File: src/rtl/mem_ctrl_pkg.sv
// mem_ctrl_pkg
// Shared definitions for the MEM-stage memory access controller:
//   - state_e      : controller FSM encoding (IDLE / ACCESS / DONE)
//   - DEFAULT_*    : default timeout length and error read value
//   - TAG_W        : width of the word tag held by the read buffer
//   - word_align() : byte address -> word-aligned byte address
package mem_ctrl_pkg;

    typedef enum logic [1:0] {
        IDLE   = 2'd0,
        ACCESS = 2'd1,
        DONE   = 2'd2
    } state_e;

    localparam int          DEFAULT_TIMEOUT  = 16;
    localparam logic [31:0] DEFAULT_ERR_DATA = 32'hDEADBEEF;

    // Word tag = byte address without the two byte-select bits.
    localparam int TAG_W = 30;

    // Memory is word addressed, so the byte-select bits are forced to zero.
    function automatic logic [31:0] word_align(input logic [31:0] addr);
        return addr & 32'hFFFF_FFFC;
    endfunction

endpackage

File: src/rtl/mem_access_ctrl_if.sv
// mem_access_ctrl_if
// Request/acknowledge bus between the MEM-stage controller and the
// external word-addressed data memory.
//   mem_req   : request, held high for the whole access
//   mem_we    : 1 = write, 0 = read
//   mem_addr  : word-aligned byte address
//   mem_wdata : store data
//   mem_ack   : one-cycle completion pulse from memory
//   mem_rdata : load data, valid together with mem_ack
// Modports: master = controller side, slave = memory side.
interface mem_access_ctrl_if;

    logic        mem_req;
    logic        mem_we;
    logic [31:0] mem_addr;
    logic [31:0] mem_wdata;
    logic        mem_ack;
    logic [31:0] mem_rdata;

    modport master (
        output mem_req,
        output mem_we,
        output mem_addr,
        output mem_wdata,
        input  mem_ack,
        input  mem_rdata
    );

    modport slave (
        input  mem_req,
        input  mem_we,
        input  mem_addr,
        input  mem_wdata,
        output mem_ack,
        output mem_rdata
    );

endinterface

File: src/rtl/mem_read_buffer.sv
// mem_read_buffer
// Single-entry load buffer (valid / word tag / data) that lets a repeated
// load of the same word complete without a memory access.
//   clk_i, rst_i  : clock, asynchronous active-low reset (invalidates entry)
//   lookup_tag_i  : tag of the current load, compared combinationally
//   hit_o, data_o : hit flag and buffered word
//   upd_tag_i     : tag of the access being completed
//   fill_i        : read completed, allocate entry with fill_data_i
//   wr_i          : write completed, refresh data with wr_data_i on tag hit
module mem_read_buffer
    import mem_ctrl_pkg::*;
(
    input  logic             clk_i,
    input  logic             rst_i,
    input  logic [TAG_W-1:0] lookup_tag_i,
    output logic             hit_o,
    output logic [31:0]      data_o,
    input  logic [TAG_W-1:0] upd_tag_i,
    input  logic             fill_i,
    input  logic [31:0]      fill_data_i,
    input  logic             wr_i,
    input  logic [31:0]      wr_data_i
);

    logic             valid_q, valid_d;
    logic [TAG_W-1:0] tag_q,   tag_d;
    logic [31:0]      data_q,  data_d;

    assign hit_o  = valid_q && (tag_q == lookup_tag_i);
    assign data_o = data_q;

    // A write never allocates; it only keeps an existing entry coherent.
    always_comb begin
        valid_d = valid_q;
        tag_d   = tag_q;
        data_d  = data_q;
        if (fill_i) begin
            valid_d = 1'b1;
            tag_d   = upd_tag_i;
            data_d  = fill_data_i;
        end else if (wr_i && valid_q && (tag_q == upd_tag_i)) begin
            data_d  = wr_data_i;
        end
    end

    always_ff @(posedge clk_i or negedge rst_i) begin
        if (!rst_i) begin
            valid_q <= 1'b0;
            tag_q   <= '0;
            data_q  <= '0;
        end else begin
            valid_q <= valid_d;
            tag_q   <= tag_d;
            data_q  <= data_d;
        end
    end

endmodule

File: src/rtl/mem_access_ctrl.sv
// mem_access_ctrl
// MEM-stage controller: turns the EX/MEM MemRead/MemWrite request into a
// req/ack memory transaction, holds the pipeline while it is in flight and
// returns load data to MEM/WB. A one-entry read buffer serves repeated loads
// of the same word without stalling.
//   clk_i, rst_i          : clock, asynchronous active-low reset
//   MemRead_i, MemWrite_i : load / store request (store has priority)
//   addr_i, wdata_i       : byte address and store data
//   rdata_o               : load data
//   stall_o               : pipeline hold
//   err_o                 : sticky access-timeout flag
//   mem                   : memory bus (master side)
module mem_access_ctrl
    import mem_ctrl_pkg::*;
#(
    parameter int          TIMEOUT  = DEFAULT_TIMEOUT,
    parameter logic [31:0] ERR_DATA = DEFAULT_ERR_DATA
) (
    input  logic                      clk_i,
    input  logic                      rst_i,
    input  logic                      MemRead_i,
    input  logic                      MemWrite_i,
    input  logic [31:0]               addr_i,
    input  logic [31:0]               wdata_i,
    output logic [31:0]               rdata_o,
    output logic                      stall_o,
    output logic                      err_o,
    mem_access_ctrl_if.master         mem
);

    localparam int CNT_W = (TIMEOUT > 1) ? $clog2(TIMEOUT) : 1;

    state_e             state_q, state_d;
    logic [CNT_W-1:0]   cnt_q,   cnt_d;
    logic               err_q,   err_d;
    logic               req_q,   req_d;
    logic               we_q,    we_d;
    logic [31:0]        addr_q,  addr_d;
    logic [31:0]        wdata_q, wdata_d;
    logic [31:0]        rdata_q, rdata_d;

    logic               stall_c;
    logic               buf_hit;
    logic [31:0]        buf_data;
    logic               buf_fill;
    logic               buf_wr;

    mem_read_buffer u_read_buffer (
        .clk_i        (clk_i),
        .rst_i        (rst_i),
        .lookup_tag_i (addr_i[31:2]),
        .hit_o        (buf_hit),
        .data_o       (buf_data),
        .upd_tag_i    (addr_q[31:2]),
        .fill_i       (buf_fill),
        .fill_data_i  (mem.mem_rdata),
        .wr_i         (buf_wr),
        .wr_data_i    (wdata_q)
    );

    // Next-state and output logic. In IDLE the stall is raised in the same
    // cycle the miss/write is seen so the pipeline never advances past it.
    // In ACCESS an ack takes precedence over the timeout on the same cycle.
    always_comb begin
        state_d  = state_q;
        cnt_d    = cnt_q;
        err_d    = err_q;
        req_d    = req_q;
        we_d     = we_q;
        addr_d   = addr_q;
        wdata_d  = wdata_q;
        rdata_d  = rdata_q;
        stall_c  = 1'b0;
        rdata_o  = rdata_q;
        buf_fill = 1'b0;
        buf_wr   = 1'b0;

        case (state_q)
            IDLE: begin
                if (MemWrite_i || (MemRead_i && !buf_hit)) begin
                    stall_c = 1'b1;
                    addr_d  = word_align(addr_i);
                    we_d    = MemWrite_i;
                    wdata_d = wdata_i;
                    req_d   = 1'b1;
                    cnt_d   = '0;
                    state_d = ACCESS;
                end else if (MemRead_i) begin
                    rdata_o = buf_data;
                end
            end

            ACCESS: begin
                stall_c = 1'b1;
                cnt_d   = cnt_q + CNT_W'(1);
                if (mem.mem_ack) begin
                    if (!we_q) begin
                        rdata_d  = mem.mem_rdata;
                        buf_fill = 1'b1;
                    end else begin
                        buf_wr   = 1'b1;
                    end
                    req_d   = 1'b0;
                    state_d = DONE;
                end else if (cnt_q == CNT_W'(TIMEOUT - 1)) begin
                    err_d = 1'b1;
                    if (!we_q) begin
                        rdata_d = ERR_DATA;
                    end
                    req_d   = 1'b0;
                    state_d = DONE;
                end
            end

            DONE: begin
                state_d = IDLE;
            end

            default: begin
                state_d = IDLE;
            end
        endcase
    end

    // The IDLE stall is combinational from the request inputs, so it must
    // be masked while reset is asserted.
    assign stall_o       = stall_c & rst_i;
    assign err_o         = err_q;
    assign mem.mem_req   = req_q;
    assign mem.mem_we    = we_q;
    assign mem.mem_addr  = addr_q;
    assign mem.mem_wdata = wdata_q;

    always_ff @(posedge clk_i or negedge rst_i) begin
        if (!rst_i) begin
            state_q <= IDLE;
            cnt_q   <= '0;
            err_q   <= 1'b0;
            req_q   <= 1'b0;
            we_q    <= 1'b0;
            addr_q  <= '0;
            wdata_q <= '0;
            rdata_q <= '0;
        end else begin
            state_q <= state_d;
            cnt_q   <= cnt_d;
            err_q   <= err_d;
            req_q   <= req_d;
            we_q    <= we_d;
            addr_q  <= addr_d;
            wdata_q <= wdata_d;
            rdata_q <= rdata_d;
        end
    end

endmodule

File: src/flat_wrapper.sv
// flat-port wrapper written by rule: the top's interface ports become plain ports
module mem_access_ctrl_flat import mem_ctrl_pkg::*;
#(
    parameter int          TIMEOUT  = DEFAULT_TIMEOUT,
    parameter logic [31:0] ERR_DATA = DEFAULT_ERR_DATA
)
  (clk_i, rst_i, MemRead_i, MemWrite_i, addr_i, wdata_i, rdata_o, stall_o, err_o, mem_mem_req, mem_mem_we, mem_mem_addr, mem_mem_wdata, mem_mem_ack, mem_mem_rdata);
  mem_access_ctrl_if mem_i ();
  input  logic clk_i;
  input  logic rst_i;
  input  logic MemRead_i;
  input  logic MemWrite_i;
  input  logic [31:0] addr_i;
  input  logic [31:0] wdata_i;
  output logic [31:0] rdata_o;
  output logic stall_o;
  output logic err_o;
  output wire logic [$bits(mem_i.mem_req)-1:0] mem_mem_req;
  output wire logic [$bits(mem_i.mem_we)-1:0] mem_mem_we;
  output wire logic [$bits(mem_i.mem_addr)-1:0] mem_mem_addr;
  output wire logic [$bits(mem_i.mem_wdata)-1:0] mem_mem_wdata;
  input wire logic [$bits(mem_i.mem_ack)-1:0] mem_mem_ack;
  input wire logic [$bits(mem_i.mem_rdata)-1:0] mem_mem_rdata;
  assign mem_mem_req = mem_i.mem_req;
  assign mem_mem_we = mem_i.mem_we;
  assign mem_mem_addr = mem_i.mem_addr;
  assign mem_mem_wdata = mem_i.mem_wdata;
  assign mem_i.mem_ack = mem_mem_ack;
  assign mem_i.mem_rdata = mem_mem_rdata;
  mem_access_ctrl #(.TIMEOUT(TIMEOUT), .ERR_DATA(ERR_DATA)) u_core (.clk_i(clk_i), .rst_i(rst_i), .MemRead_i(MemRead_i), .MemWrite_i(MemWrite_i), .addr_i(addr_i), .wdata_i(wdata_i), .rdata_o(rdata_o), .stall_o(stall_o), .err_o(err_o), .mem(mem_i));
endmodule
File: config.mk
export PLATFORM = sky130hd
export DESIGN_NAME = mem_access_ctrl_flat
export DESIGN_NICKNAME = d
export VERILOG_FILES = /design/src/rtl/mem_ctrl_pkg.sv /design/src/rtl/mem_access_ctrl_if.sv /design/src/rtl/mem_read_buffer.sv /design/src/rtl/mem_access_ctrl.sv /design/src/flat_wrapper.sv
export SDC_FILE = /design/constraint.sdc
export NUM_CORES = 1
export LEC_CHECK = 0
export BUFFER_PORTS_ARGS = -buffer_cell sky130_fd_sc_hd__buf_2
export CORE_UTILIZATION = 53
export CTS_CLUSTER_DIAMETER = 120
export DETAILED_ROUTE_END_ITERATION = 10
export PLACE_DENSITY_LB_ADDON = 0.15
export SYNTH_ARGS = -nofsm -noshare
export SYNTH_HDL_FRONTEND = slang
export SYNTH_HIERARCHICAL = 1
export SYNTH_SLANG_ARGS = --single-unit
File: constraint.sdc
create_clock -name clk_i -period 3.9 [get_ports clk_i]
set_clock_uncertainty 0.15 [all_clocks]
set_input_delay 0.585 -clock clk_i [delete_from_list [all_inputs] [get_ports clk_i]]
set_output_delay 0.585 -clock clk_i [all_outputs]
set_load 0.01 [all_outputs]
# Yosys cells after proc, flatten, opt, wreduce, memory -nomap -nowiden
# Cells that the tools add are included.
[classes]
addsub = 1
mul = 0
n_div = 0
n_lt_le_gt_ge = 0
eq_ne = 6
shifts = 0
mux = 27
bitwise = 3
n_reduce_logical = 16
[ops]
columns = ["op", "count"]
rows = [
  ["2-to-1 mux 32 bit", 9],
  ["== test 30 bit", 2],
  ["2-to-1 mux 1 bit", 10],
  ["AND reduction 3 bit", 3],
  ["case mux 4 bit (2 select lines)", 1],
  ["2-to-1 mux 2 bit", 3],
  ["AND reduction 2 bit", 3],
  ["nonzero test 2 bit", 3],
  ["adder 4 x 1 -> 4 bit (second input constant)", 1],
  ["== test 4 bit (second input constant)", 1],
  ["logical AND 1 bit", 4],
  ["2-to-1 mux 4 bit", 1],
  ["case mux 1 bit (2 select lines)", 2],
  ["case mux 2 bit (2 select lines)", 1],
  ["!= test 3 x 2 -> 1 bit (second input constant)", 1],
  ["== test 2 x 1 -> 1 bit (second input constant)", 1],
  ["zero test 2 bit", 1],
  ["!= test 2 x 1 -> 1 bit (second input constant)", 1],
  ["inverter 1 bit", 2],
  ["AND 1 bit", 1],
  ["zero test 1 bit", 1],
  ["logical OR 1 bit", 1],
]
[totals]
register_bits = 166
latchBits = 0
ram_bits = 0
mem_bits_ro = 0
output_inout_bits = 100
word_cells = 64
n_memories = 0

# Depth between registers and ports, before layout
[depth]
word_depth = 8
mapped_depth = 9
mapped_depth_nobuf = 7

# Modules after synthesis
# Netlist, hierarchy kept.
[by_module_without_submodules]
columns = ["module", "instances", "cells_per_inst", "area_per_inst_um2", "seq_area_each_um2"]
rows = [
  ["mem_access_ctrl", 1, 289, 4290.4, 2577.5],
  ["mem_read_buffer", 1, 249, 3494.6, 1576.5],
]

# Least setup slack after synthesis
# No wires, ideal clock.
[synth_path]
kind = "input port to output port"
start = "input addr_i[4]"
end = "output rdata_o[21]"
arrival_ns = 2.445
required_ns = 3.165
setup_slack_ns = 0.720
path_stages = 7
path_buffers = 1
path_cell_list = "xnor2_1 > nand4_1 > or4_1 > nor4_1 > nand4b_1 > buf_2 > mux2_1"
[synth_via]
elab_chain_cells = 7
[synth_lines]
columns = ["item", "line", "source"]
rows = [
  ["start: declaration", "flat_wrapper.sv:13", "input logic [31:0] addr_i;"],
  ["== test 30 bit", "mem_read_buffer.sv:29", "assign hit_o = valid_q && (tag_q == lookup_tag_i);"],
  ["logical AND 1 bit", "mem_read_buffer.sv:29", ""],
  ["net u_core.buf_hit", "mem_access_ctrl.sv:43", "logic buf_hit;"],
  ["zero test 1 bit", "mem_access_ctrl.sv:80", "if (MemWrite_i || (MemRead_i && !buf_hit)) begin"],
  ["logical AND 1 bit", "mem_access_ctrl.sv:80", ""],
  ["logical OR 1 bit", "mem_access_ctrl.sv:80", ""],
  ["2-to-1 mux 32 bit", "mem_access_ctrl.sv:80", ""],
  ["2-to-1 mux 32 bit", "mem_access_ctrl.sv:78", "case (state_q)"],
  ["end: declaration", "flat_wrapper.sv:15", "output logic [31:0] rdata_o;"],
]
# The timed path passes the listed nets, and every way through them passes these cells.

# Worst setup path in the final report
[layout_path]
start = "register u_core.u_read_buffer.tag_q[2]"
end = "output rdata_o[19]"
[layout_via]
elab_chain_cells = 7
[layout_lines]
columns = ["item", "line", "source"]
rows = [
  ["start: declaration", "mem_read_buffer.sv:26", "logic [TAG_W-1:0] tag_q, tag_d;"],
  ["start signal: assignment", "mem_read_buffer.sv:53", "tag_q <= tag_d;"],
  ["== test 30 bit", "mem_read_buffer.sv:29", ""],
  ["logical AND 1 bit", "mem_read_buffer.sv:29", ""],
  ["net u_core.buf_hit", "mem_access_ctrl.sv:43", ""],
  ["zero test 1 bit", "mem_access_ctrl.sv:80", ""],
  ["logical AND 1 bit", "mem_access_ctrl.sv:80", ""],
  ["logical OR 1 bit", "mem_access_ctrl.sv:80", ""],
  ["2-to-1 mux 32 bit", "mem_access_ctrl.sv:80", ""],
  ["2-to-1 mux 32 bit", "mem_access_ctrl.sv:78", ""],
]
# The timed path passes the listed nets, and every way through them passes these cells.

==> flow_summary.toml <==
[setup_path]
critPathRequiredTime_ns = 3.16
max_stage_delay_ns = 0.63
timing.rr.start = "u_core/u_read_buffer/tag_q[2]"
rr_worst_depth = 7
cp_num_buf_inv = 2
cp.arrival_ns = 2.95
cp_cell_sequence = "xnor2_2 > nand4_1 > or4_1 > nor4_4 > nand4b_1 > buf_12 > mux2_1 > buf_2"
crit_type = "register to output port"
critPathSlowestCell = "or4_1"
critPathLaunchType = "register"
cp_max_fo = 32
r2r_setup_slack_ns = 0.89
worstReg2RegEnd = "u_core/mem.mem_addr[6]"
crit_family = "simple AND/OR/NAND/NOR gates"
end_kind = "output port"

[routing]
vias = 5077
drt-total-wl_um = 17300
drc = 0
drt.antenna.violating_nets = 0
routedWlPerCell_um = 18.8
viasPerCell = 5.51
drt_first_pass_iters = 4
drt_iter0_markers = 192

[job]
cap_violations = 0

[sta]
timing.final.crit_share_pct = 94.4
finalHoldViolations = 0
setup_viol = 0
worstMarginPinSlew_ns = 1.13
rsz0062_at_grt = "no"
post-route-min-period_ns = 3.68
fin_setup_tns_ns = 0
drv_slew = 0
clock.fmax_mhz = 272
maxSlewHeadroom_pct = 24.6

[cts]
clock_path_buffers = 2
cts.clk_slew.worst_paths_ns = 0.06
cts_root_buffer = "clkbuf_16"
postCtsHoldBufs = 0
clk_latency_ns = 0.42
clock_sinks = 166
cts_tree = "yes"
htreeDepth = 4
cts_setup_buffers = 0
numCtsBuffers = 17

[global_route]
grt_pass1_vias = 5377
grt_max_degree = 107
antenna_found_initial = 0
grt_usage_pct = 24.0
overflow = 0
grt_pass1_wl_um = 27200

[place]
dp_hpwl_um = 11500
place.gp.congestion = 0.775
io_buffers = 196

[pwr]
p_per_area_mw_per_mm2 = 872
leakage_nw = 4.30
peakVddDrop_uv = 472

[yosys]
yosys-top-cells-area = "dfrtp_1 53%, mux2_2 16%, mux2_1 7.2%, mux2_4 5.8%, xnor2_1 5.7%"
synthArstFlopShare_pct = 100
syn_inst = 538
synth_top_area_share_pct = 53.4
ys_ff_latch = 166
yosys_warnings = 6
synth_edf_count = 0
ys.flop_type = "dfrtp_1"
ys_types = 44
yosysSeqAreaShare_pct = 53.4
synth_area_per_cell_um2 = 14.5
synth_top_area_cell = "dfrtp_1"
syn_area_mm2 = 0.00778

[floorplan]
num_rows = 43
die_y_um = 123
start_util_pct = 55.2
core_mm2 = 0.0141
io_pins = 201
die_area_mm2 = 0.0152
die_width_um = 123

[finish]
utilization_pct = 67.3
layout.nets = 833
antenna_cells = 0
drive_gt1_share_pct = 50.6
areaGrowthSynthToFinish_pct = 21.8

[worst_hold_path]
min_path_type = "input pin to async pin"

[run_status]
status = "completed"
## sequential cells by signal (all words and copies together), names as in the netlist
| name | flops |
|---|---|
| u_core/mem.mem_addr | 30 |
| u_core/u_read_buffer/valid_q | 1 |
| u_core/u_read_buffer/tag_q | 30 |
| u_core/err_o | 1 |
| u_core/mem.mem_req | 1 |
| u_core/u_read_buffer/data_o | 32 |
| u_core/state_q | 2 |
| u_core/rdata_q | 32 |
| u_core/cnt_q | 4 |
| u_core/mem.mem_we | 1 |
| u_core/mem.mem_wdata | 32 |
## per-stage QoR
stage                     cells  hold WS (ns)  setup slack [ns]  cell area [µm²]  total power, W
after floorplan             539         0.139             0.720             7790         0.00558
after global placement      892         0.301             0.108             8900         0.00652
after detailed placement    892         0.317             0.102             8900         0.00666
after CTS                   921        0.0125            0.0407             9480         0.00834
after global routing        921        0.0340            0.0989             9490         0.00880
final                       921        0.0116             0.219             9490         0.00827
## cells in the mapped netlist, types with 2 or more instances
master	number
a22o_1	9
buf_2	14
buf_4	6
buf_6	5
clkbuf_1	2
dfrtp_1	166
mux2_1	50
mux2_2	108
mux2_4	30
nand2_1	8
nand3_1	2
nand4_1	13
nor2_1	4
nor2b_1	3
nor4_1	3
nor4_2	2
o21ai_0	2
o21ai_1	2
o21bai_1	2
o22a_1	24
xnor2_1	51
xor2_1	10
## worst max path at each step
| stage | end | depth (start not counted) | start |
|---|---|---|---|
| 6_report | rdata_o[19] | 8 | u_core/u_read_buffer/tag_q[2] |
| 5_1_grt | rdata_o[19] | 8 | u_core/u_read_buffer/tag_q[2] |
| 4_1_cts | rdata_o[19] | 8 | u_core/u_read_buffer/tag_q[2] |
| 3_5_place_dp | rdata_o[3] | 9 | addr_i[4] |
| 3_3_place_gp | rdata_o[19] | 9 | addr_i[4] |
| 2_1_floorplan | rdata_o[21] | 7 | addr_i[4] |
## what timing repair did
| action | 4_1_cts | 5_1_grt |
|---|---|---|
| resized for setup | 2 | 1 |
| setup endpoints to repair | 32 | 32 |
| pin swaps | 0 | 1 |
## layout make-up
cell class                 count  area [µm²]
fill                        1069        4610
sequential                   166        4150
multi-input combinational    343        3480
timing repair buffer         201        1050
clock buffer                  25         495
tap                          180         225
clock inverter                 4        70.1
inverter                       2        7.51
## power breakdown
part | switching [W] | internal, W | leakage, nW | total [W]
registers | 0.000693 | 0.00259 | 1.95 | 0.00329
logic | 0.00148 | 0.00189 | 2.07 | 0.00337
clock network | 0.000616 | 0.000999 | 0.279 | 0.00161
total | 0.00279 | 0.00548 | 4.30 | 0.00827
## placed cells by master (no fill, tap or decap), drive strengths merged, types with 2 or more instances in the layout
master,netlist,routed
a22o,9,9
a31oi,2,2
buf,26,201
bufinv,0,2
clkbuf,2,25
clkinv,0,2
conb,1,2
dfrtp,166,166
inv,2,2
mux2,188,188
nand2,8,8
nand3,2,2
nand4,13,13
nor2,5,5
nor2b,3,3
nor4,5,5
o21ai,4,4
o21bai,2,2
o22a,24,24
xnor2,51,51
xor2,10,10
## layer usage
layer | track usage (%) | wire (µm) | vias up | share of wire (%)
met5 | 0 | 0 | - | 0
met4 | 8.36 | 185 | 0 | 1.1
met1 | 29.2 | 7510 | 2575 | 43
met2 | 41.1 | 8610 | 154 | 50
met3 | 6.41 | 1000 | 15 | 5.8
li1 | - | - | 2333 | -
## cell families (layout without fill, tap and decap cells)
family / count (synthesis) / in the layout / synth area share (%)
other cells: 1 / 2 / 0.0482
mux: 188 / 188 / 28.6
fa+ha+maj: 1 / 1 / 0.161
buf+inv: 30 / 232 / 2.44
flops: 166 / 166 / 53.4
compound gates: 46 / 46 / 4.92
simple gates: 45 / 45 / 3.57
xor+xnor: 61 / 61 / 6.86
Note: power is estimated with default switching activity, not from simulation.
